===== src/rtl/time_of_day_counter.sv =====
// Time-of-day counter. Each rising edge of the divided tick advances HH:MM:SS by one second.
// A set mode lets the user bump minutes and hours. Outputs are BCD digits plus one-cycle event pulses.
module time_of_day_counter #(
  parameter bit          HOURS_24   = 1'b1,
  parameter int unsigned RESET_HOUR = 0,
  parameter int unsigned RESET_MIN  = 0
) (
  input  logic       clk,
  input  logic       rst_n,
  input  logic       enable,
  input  logic       tick_in,
  input  logic       set_mode,
  input  logic       inc_min,
  input  logic       inc_hour,
  output logic [7:0] sec_bcd,
  output logic [7:0] min_bcd,
  output logic [7:0] hour_bcd,
  output logic       pm,
  output logic       sec_pulse,
  output logic       day_pulse
);

  localparam logic [7:0] RST_MIN_BCD = {4'(RESET_MIN / 10), 4'(RESET_MIN % 10)};
  localparam logic [4:0] RST_HOUR    = 5'(RESET_HOUR);

  logic       tick_q, inc_min_q, inc_hour_q, set_mode_q;
  logic [7:0] sec_q, sec_d;
  logic [7:0] min_q, min_d;
  logic [4:0] hour_q, hour_d;
  logic       sec_pulse_q, sec_pulse_d;
  logic       day_pulse_q, day_pulse_d;

  logic tick_rise, min_rise, hour_rise, set_rise;
  logic advance, sec_wrap, min_wrap, hour_wrap;
  logic [4:0] disp_hour;

  // Increment a 00..59 BCD pair, wrapping 59 -> 00.
  function automatic logic [7:0] bcd_inc60(input logic [7:0] v);
    logic [7:0] r;
    r = v;
    if (v[3:0] == 4'd9) begin
      r[3:0] = 4'd0;
      r[7:4] = (v[7:4] == 4'd5) ? 4'd0 : v[7:4] + 4'd1;
    end else begin
      r[3:0] = v[3:0] + 4'd1;
    end
    return r;
  endfunction

  function automatic logic [7:0] hour_to_bcd(input logic [4:0] v);
    logic [4:0] ones;
    logic [3:0] tens;
    if (v >= 5'd20) begin
      tens = 4'd2;
      ones = v - 5'd20;
    end else if (v >= 5'd10) begin
      tens = 4'd1;
      ones = v - 5'd10;
    end else begin
      tens = 4'd0;
      ones = v;
    end
    return {tens, ones[3:0]};
  endfunction

  assign tick_rise = tick_in  & ~tick_q;
  assign min_rise  = inc_min  & ~inc_min_q;
  assign hour_rise = inc_hour & ~inc_hour_q;
  assign set_rise  = set_mode & ~set_mode_q;

  assign advance   = enable & ~set_mode & tick_rise;
  assign sec_wrap  = (sec_q == 8'h59);
  assign min_wrap  = (min_q == 8'h59);
  assign hour_wrap = (hour_q == 5'd23);

  always_comb begin
    sec_d       = sec_q;
    min_d       = min_q;
    hour_d      = hour_q;
    sec_pulse_d = advance;
    day_pulse_d = advance & sec_wrap & min_wrap & hour_wrap;
    if (advance) begin
      sec_d = bcd_inc60(sec_q);
      if (sec_wrap) begin
        min_d = bcd_inc60(min_q);
        if (min_wrap) begin
          hour_d = hour_wrap ? 5'd0 : hour_q + 5'd1;
        end
      end
    end else if (enable && set_mode) begin
      // Manual adjustments never carry between fields.
      if (set_rise) begin
        sec_d = 8'h00;
      end
      if (min_rise) begin
        min_d = bcd_inc60(min_q);
      end
      if (hour_rise) begin
        hour_d = hour_wrap ? 5'd0 : hour_q + 5'd1;
      end
    end
  end

  // Edge history tracks inputs even while frozen, so re-enabling with a high tick is silent.
  always_ff @(posedge clk or negedge rst_n) begin
    if (!rst_n) begin
      tick_q     <= 1'b0;
      inc_min_q  <= 1'b0;
      inc_hour_q <= 1'b0;
      set_mode_q <= 1'b0;
    end else begin
      tick_q     <= tick_in;
      inc_min_q  <= inc_min;
      inc_hour_q <= inc_hour;
      set_mode_q <= set_mode;
    end
  end

  always_ff @(posedge clk or negedge rst_n) begin
    if (!rst_n) begin
      sec_q       <= 8'h00;
      min_q       <= RST_MIN_BCD;
      hour_q      <= RST_HOUR;
      sec_pulse_q <= 1'b0;
      day_pulse_q <= 1'b0;
    end else begin
      sec_q       <= sec_d;
      min_q       <= min_d;
      hour_q      <= hour_d;
      sec_pulse_q <= sec_pulse_d;
      day_pulse_q <= day_pulse_d;
    end
  end

  always_comb begin
    disp_hour = hour_q;
    if (!HOURS_24) begin
      if (hour_q == 5'd0) begin
        disp_hour = 5'd12;
      end else if (hour_q > 5'd12) begin
        disp_hour = hour_q - 5'd12;
      end
    end
  end

  assign sec_bcd   = sec_q;
  assign min_bcd   = min_q;
  assign hour_bcd  = hour_to_bcd(disp_hour);
  assign pm        = (hour_q >= 5'd12);
  assign sec_pulse = sec_pulse_q;
  assign day_pulse = day_pulse_q;

  always @(posedge clk) begin
    assert (RESET_HOUR <= 23 && RESET_MIN <= 59)
      else $error("time_of_day_counter: RESET_HOUR/RESET_MIN out of range");
  end

endmodule

===== config.mk =====
export PLATFORM = sky130hd
export DESIGN_NAME = time_of_day_counter
export DESIGN_NICKNAME = d
export VERILOG_FILES = /design/src/rtl/time_of_day_counter.sv
export SDC_FILE = /design/constraint.sdc
export NUM_CORES = 1
export LEC_CHECK = 0
export CAP_MARGIN = 20
export CORE_UTILIZATION = 45
export DETAILED_ROUTE_END_ITERATION = 8
export PLACE_DENSITY = 0.72
export SLEW_MARGIN = 40
export SYNTH_ARGS = -nofsm -noshare
export SYNTH_HDL_FRONTEND = slang
export SYNTH_SLANG_ARGS = --single-unit
export TNS_END_PERCENT = 1

===== constraint.sdc =====
create_clock -name clk -period 1.96 [get_ports clk]
set_input_delay 0.49 -clock clk [delete_from_list [all_inputs] [get_ports clk]]
set_output_delay 0.49 -clock clk [all_outputs]
set_load 0.005 [all_outputs]

# --- Word-level counts from Yosys, hierarchy flattened ---
# Cells that the tools add are included.
totals:
  ff_bits: 27
  in_bits: 7
  elab_cells: 76
op_classes:
  n_addsub: 7
  order_cmp: 3
  eq_ne: 10
  mux: 23
  n_bitwise: 14
  reduce_logical: 9
ops:
  columns: ["cell", "n"]
  rows:
  - ["8-bit 2-to-1 mux", 7]
  - ["4-bit 2-to-1 mux", 8]
  - ["5-bit 2-to-1 mux", 6]
  - ["4-bit by 1-bit adder with 4-bit output, second input constant", 4]
  - ["8-bit by 7-bit equality test with 1-bit output, second input constant", 2]
  - ["5-bit by 4-bit greater-or-equal comparator with 1-bit output, second input constant", 2]
  - ["1-bit AND", 9]
  - ["4-bit by 3-bit equality test with 1-bit output, second input constant", 2]
  - ["4-bit equality test, second input constant", 2]
  - ["2-bit nonzero test", 4]
  - ["2-bit by 1-bit != test with 1-bit output, second input constant", 3]
  - ["3-bit AND reduction", 2]
  - ["5-bit by 1-bit adder with 5-bit output, second input constant", 1]
  - ["5-bit equality test, second input constant", 1]
  - ["5-bit greater-or-equal comparator, second input constant", 1]
  - ["1-bit NOT", 5]
  - ["4-bit AND reduction", 1]
  - ["4-bit by 3-bit subtractor with 4-bit output, second input constant", 1]
  - ["4-bit subtractor, second input constant", 1]
  - ["2-bit 2-to-1 mux", 1]
  - ["2-bit AND reduction", 1]
  - ["1-bit logical AND", 1]
  - ["1-bit 2-to-1 mux", 1]

# --- Logic depth before layout (Yosys ltp) ---
depth:
  depth_word: 6
  depth_mapped: 7
  mapped_depth_nobuf: 6

# --- Worst setup path before layout ---
# No wires, ideal clock.
synth_path:
  kind: "register -> output"
  start: "reg hour_q[2], in the netlist disp_hour[2]"
  end: "out hour_bcd[1]"
  arrival_ns: 1.375
  required_ns: 1.470
  setup_slack_ns: 0.095
  path_stages_with_launch: 6
  n_path_buf: 0
  cell_sequence: "dfrtp_1 > ha_1 > a211o_1 > nand2_1 > o21a_1 > xnor2_1"
synth_between:
  elab_chain_cells: 3
  elab_cells_between_ends: 4
  cone_classes: "order compare: 2; mux: 2"
synth_rtl:
  columns: ["element", "line_no", "text"]
  rows:
  - ["start: declaration", "29", "logic [4:0] hour_q, hour_d;"]
  - ["start signal: assignment", "129", "hour_q <= hour_d;"]
  - ["5-bit by 4-bit greater-or-equal comparator with 1-bit output", "56", "end else if (v >= 5'd10) begin"]
  - ["4-bit 2-to-1 mux", "56", null]
  - ["4-bit 2-to-1 mux *", "53", "if (v >= 5'd20) begin"]
  - ["end: declaration", "17", "output logic [7:0] hour_bcd,"]
# Mark *: on every way between the ends. The rest lies on a longest branch, timed or not.

# --- Worst setup path after layout ---
# Ends and elaborated chain as after synthesis.

==> impl_results.md <==
- Result of the run: finished with violations
- Failing checks: setup timing
- Via count: 1,468
- Largest cells by area after synthesis: sky130_fd_sc_hd__dfrtp_1 (41%), sky130_fd_sc_hd__ha_1 (8.3%), sky130_fd_sc_hd__o21ai_0 (4.5%), sky130_fd_sc_hd__nand2_1 (3.4%), sky130_fd_sc_hd__nand4bb_4 (3.3%)
- Count of pins over their slew limit: 0
- Primary FF master, synth: sky130_fd_sc_hd__dfrtp_1
- Cells after DPL: between 200 and 300
- Routed vias/inst: 5.46
- GRT Util Overall: 0.205
- Via count of the first global-routing pass: roughly 1,500
- Data required time of the worst path: approximately 1.5 ns
- Die ar.: 3920 sq um
- Accumulated negative setup slack: -1.64 ns
- Worst setup slack after layout: -0.380 ns
- Delay of the slowest cell on the worst path: 0.44 ns
- Final setup violation count: 6
- Static power due to leakage: 0.992 nW
- Share of the synthesized area in the top cell type: 0.409
- Synthesis-stage register bit count: 27
- Clock tree from TritonCTS: built
- Mean routed wirelength per cell: 13.8 um
- Total Routed Length: around 3700 um
- Total power draw: 0.00224 W
- Cell types with the highest counts after synthesis: sky130_fd_sc_hd__dfrtp_1 (27), sky130_fd_sc_hd__nand2_1 (15), sky130_fd_sc_hd__o21ai_0 (15)
- Number of antenna violations at the first check in global routing: 0
- Number of enable-type register cells in the synthesized netlist: 0
- Gate count after technology mapping: 164
- Critical Path Fanout Max: 3
- HP Class: input port to async pin
- H-tree lvl count: 1
- Detailed placement HPWL: 2760 um
- Mean Syn Cell Area: 10.1 sq um
- Die H: 62.6 um
- Master cell of the clock root buffer: sky130_fd_sc_hd__clkbuf_4
- Worst reg-to-reg setup slack: 0.13 ns
- Worst-skew pair later-pin latency: ~0.32 ns
- Area inside the core boundary: 3420 sq um
- Summed instance area of the synthesized netlist: 1650 sq um
- DRT Pass-1 Iters: 4
- Worst Path Arrival: ~1.9 ns
- Setup repair after global routing missed its margin: yes
- Startpoint of the worst-slack reg-to-reg timing path: sec_bcd[1]$_DFFE_PN0P_
- Port Buffers: 31
- Rows: 21
- Asr flop ratio synth: 1.00
- Diodes inserted: 0
- Share of final-layout standard cells stronger than drive strength 1: 0.283
- Die extent in x: 62.6 um
- Cell with the most instances after synthesis: sky130_fd_sc_hd__dfrtp_1
- Area of the multi-input gates: about 970 sq um
- Worst-case clock buffer depth: 2
- Count of nets after finishing: roughly 240
- Fin Clk Skew: ~0.0050 ns
- Power density over the cells: 969 nW/um^2
- Crit path capture type: output port
- Starting utilization of the core area: 0.484
- Max-Cap Viols: 0
- Final worst path period need: ~2.3 ns
- Clk slew on worst S/H paths: 0.15 ns
- Worst IR drop on VDD: 0.440 mV
- Pre-CTS worst setup slack: -0.293 ns
- Critical path class: register to output port
- Number of buffers created by CTS: 3
- Pin count of the biggest net entering global routing: 28
- Area growth from synthesis to layout: 39.6%
- 1st-iter DRT viols: 36
- Number of sinks driven by the clock tree: 27
- Worst hold slack after final layout: 0.518 ns
- Period Utilization, post-route: 1.19
- Launching element type of the critical path: register
- Ys Warns: 0
- Overall overflow remaining after global route: 0
- Proportion of synthesized chip area in sequential cells: 0.409
- Max frequency: 427 MHz
- Netlist cell types: 53
- Crit path max-delay cell type: sky130_fd_sc_hd__dfrtp_1
- DRC Markers: 0
- Sequential cell area: approximately 680 sq um
- Cell breakdown of the critical path: buf_6, inv_6, ha_4, nand2b_4, a21oi_2, o21a_1, buf_4, xnor2_2, buf_2
- Wire length of the first global-routing pass: approximately 6500 um
- Number of hold-slack violations in the final timing report: 0
- Reg-to-reg critical path endpoint: disp_hour[2]$_DFFE_PN0P_
- Cell taking the most area after synthesis: sky130_fd_sc_hd__dfrtp_1
- Routability-driven placement congestion ratio: 0.888
- Count of antenna-violating nets left after detailed routing: 0
- Cell depth of the worst flop-to-flop path: 6
- Filler-free cell count of the finished design: ~270
- I/O pin count: 34
- Fillcell total: 270
## metal layers
layer	global-route usage	part of all wire	up-vias
li1	-	-	714
met1	0.249	0.42	710
met2	0.364	0.54	38
met3	0.0255	0.026	6
met4	0.0814	0.013	0
met5	0	0	-
## metrics by stage
stage / utilization / cell area (sq um)
CTS: 0.647 / 2210
global route: 0.675 / 2310
detailed placement: 0.632 / 2160
finish: 0.675 / 2310
floorplan: - / 1660
global placement: 0.632 / 2160
## critical path, delay by kind of cell, from the launching register on
family          cells  cell delay (ns)
buf+inv             4             0.45
flops               1             0.44
compound gates      2             0.37
fa+ha+maj           1             0.13
xor+xnor            1             0.09
simple gates        1             0.05
## registers in the layout, indices dropped and copies added (netlist names)
| register | count |
|---|---|
| tick_q | 1 |
| disp_hour | 5 |
| inc_min_q | 1 |
| sec_bcd | 8 |
| inc_hour_q | 1 |
| sec_pulse | 1 |
| set_mode_q | 1 |
| day_pulse | 1 |
| min_bcd | 8 |
## logic make-up after synthesis
family          after synthesis  synth area share
simple gates                 56             0.223
compound gates               42             0.179
flops                        27             0.409
other cells                   1           0.00227
mux                           4            0.0258
fa+ha+maj                    11            0.0833
buf+inv                      17            0.0462
xor+xnor                      6            0.0318
## power breakdown
part | total [W] | switching, W | internal (W)
clock network | 0.000241 | 0.000165 | 0.0000765
registers | 0.000782 | 0.000128 | 0.000655
logic | 0.00121 | 0.000481 | 0.000730
## area by class of cell
cell class	instances	share of cell area
clock buffer	3	0.00977
clock inverter	1	0.00217
inverter	12	0.0217
multi-input combinational	121	0.421
sequential	27	0.294
tap	46	0.0250
timing repair buffer	59	0.227
## how the worst max path moves through the flow
stage	cells past startpoint	slack, ns	startpoint	endpoint
after floorplan	5	0.09	disp_hour[2]$_DFFE_PN0P_	hour_bcd[1]
after global placement	6	-0.24	disp_hour[2]$_DFFE_PN0P_	hour_bcd[1]
after detailed placement	7	-0.29	disp_hour[1]$_DFFE_PN0P_	hour_bcd[1]
after CTS	8	-0.33	disp_hour[3]$_DFFE_PN0P_	hour_bcd[5]
after global routing	9	-0.50	disp_hour[2]$_DFFE_PN0P_	hour_bcd[1]
final	9	-0.38	disp_hour[2]$_DFFE_PN0P_	hour_bcd[1]
## layout by cell type, fill, tap and decap left out, types with 5 or more instances in the layout
cell type,netlist,final
sky130_fd_sc_hd__ha_1,11,7
sky130_fd_sc_hd__nand2_1,15,14
sky130_fd_sc_hd__nor3_1,8,8
sky130_fd_sc_hd__buf_6,0,6
sky130_fd_sc_hd__buf_4,3,23
sky130_fd_sc_hd__inv_1,11,7
sky130_fd_sc_hd__clkdlybuf4s50_1,0,25
sky130_fd_sc_hd__nand3_1,5,5
sky130_fd_sc_hd__a21oi_1,6,5
sky130_fd_sc_hd__o21ai_0,15,15
sky130_fd_sc_hd__dfrtp_1,27,26
## timing repair
item	in CTS	in global routing
setup buffers	3	3
pin swaps	5	4
setup endpoints to repair	6	8
gates resized for setup	21	19
hold buffers	0	0
No activity file was read; power rests on OpenSTA's default activity.
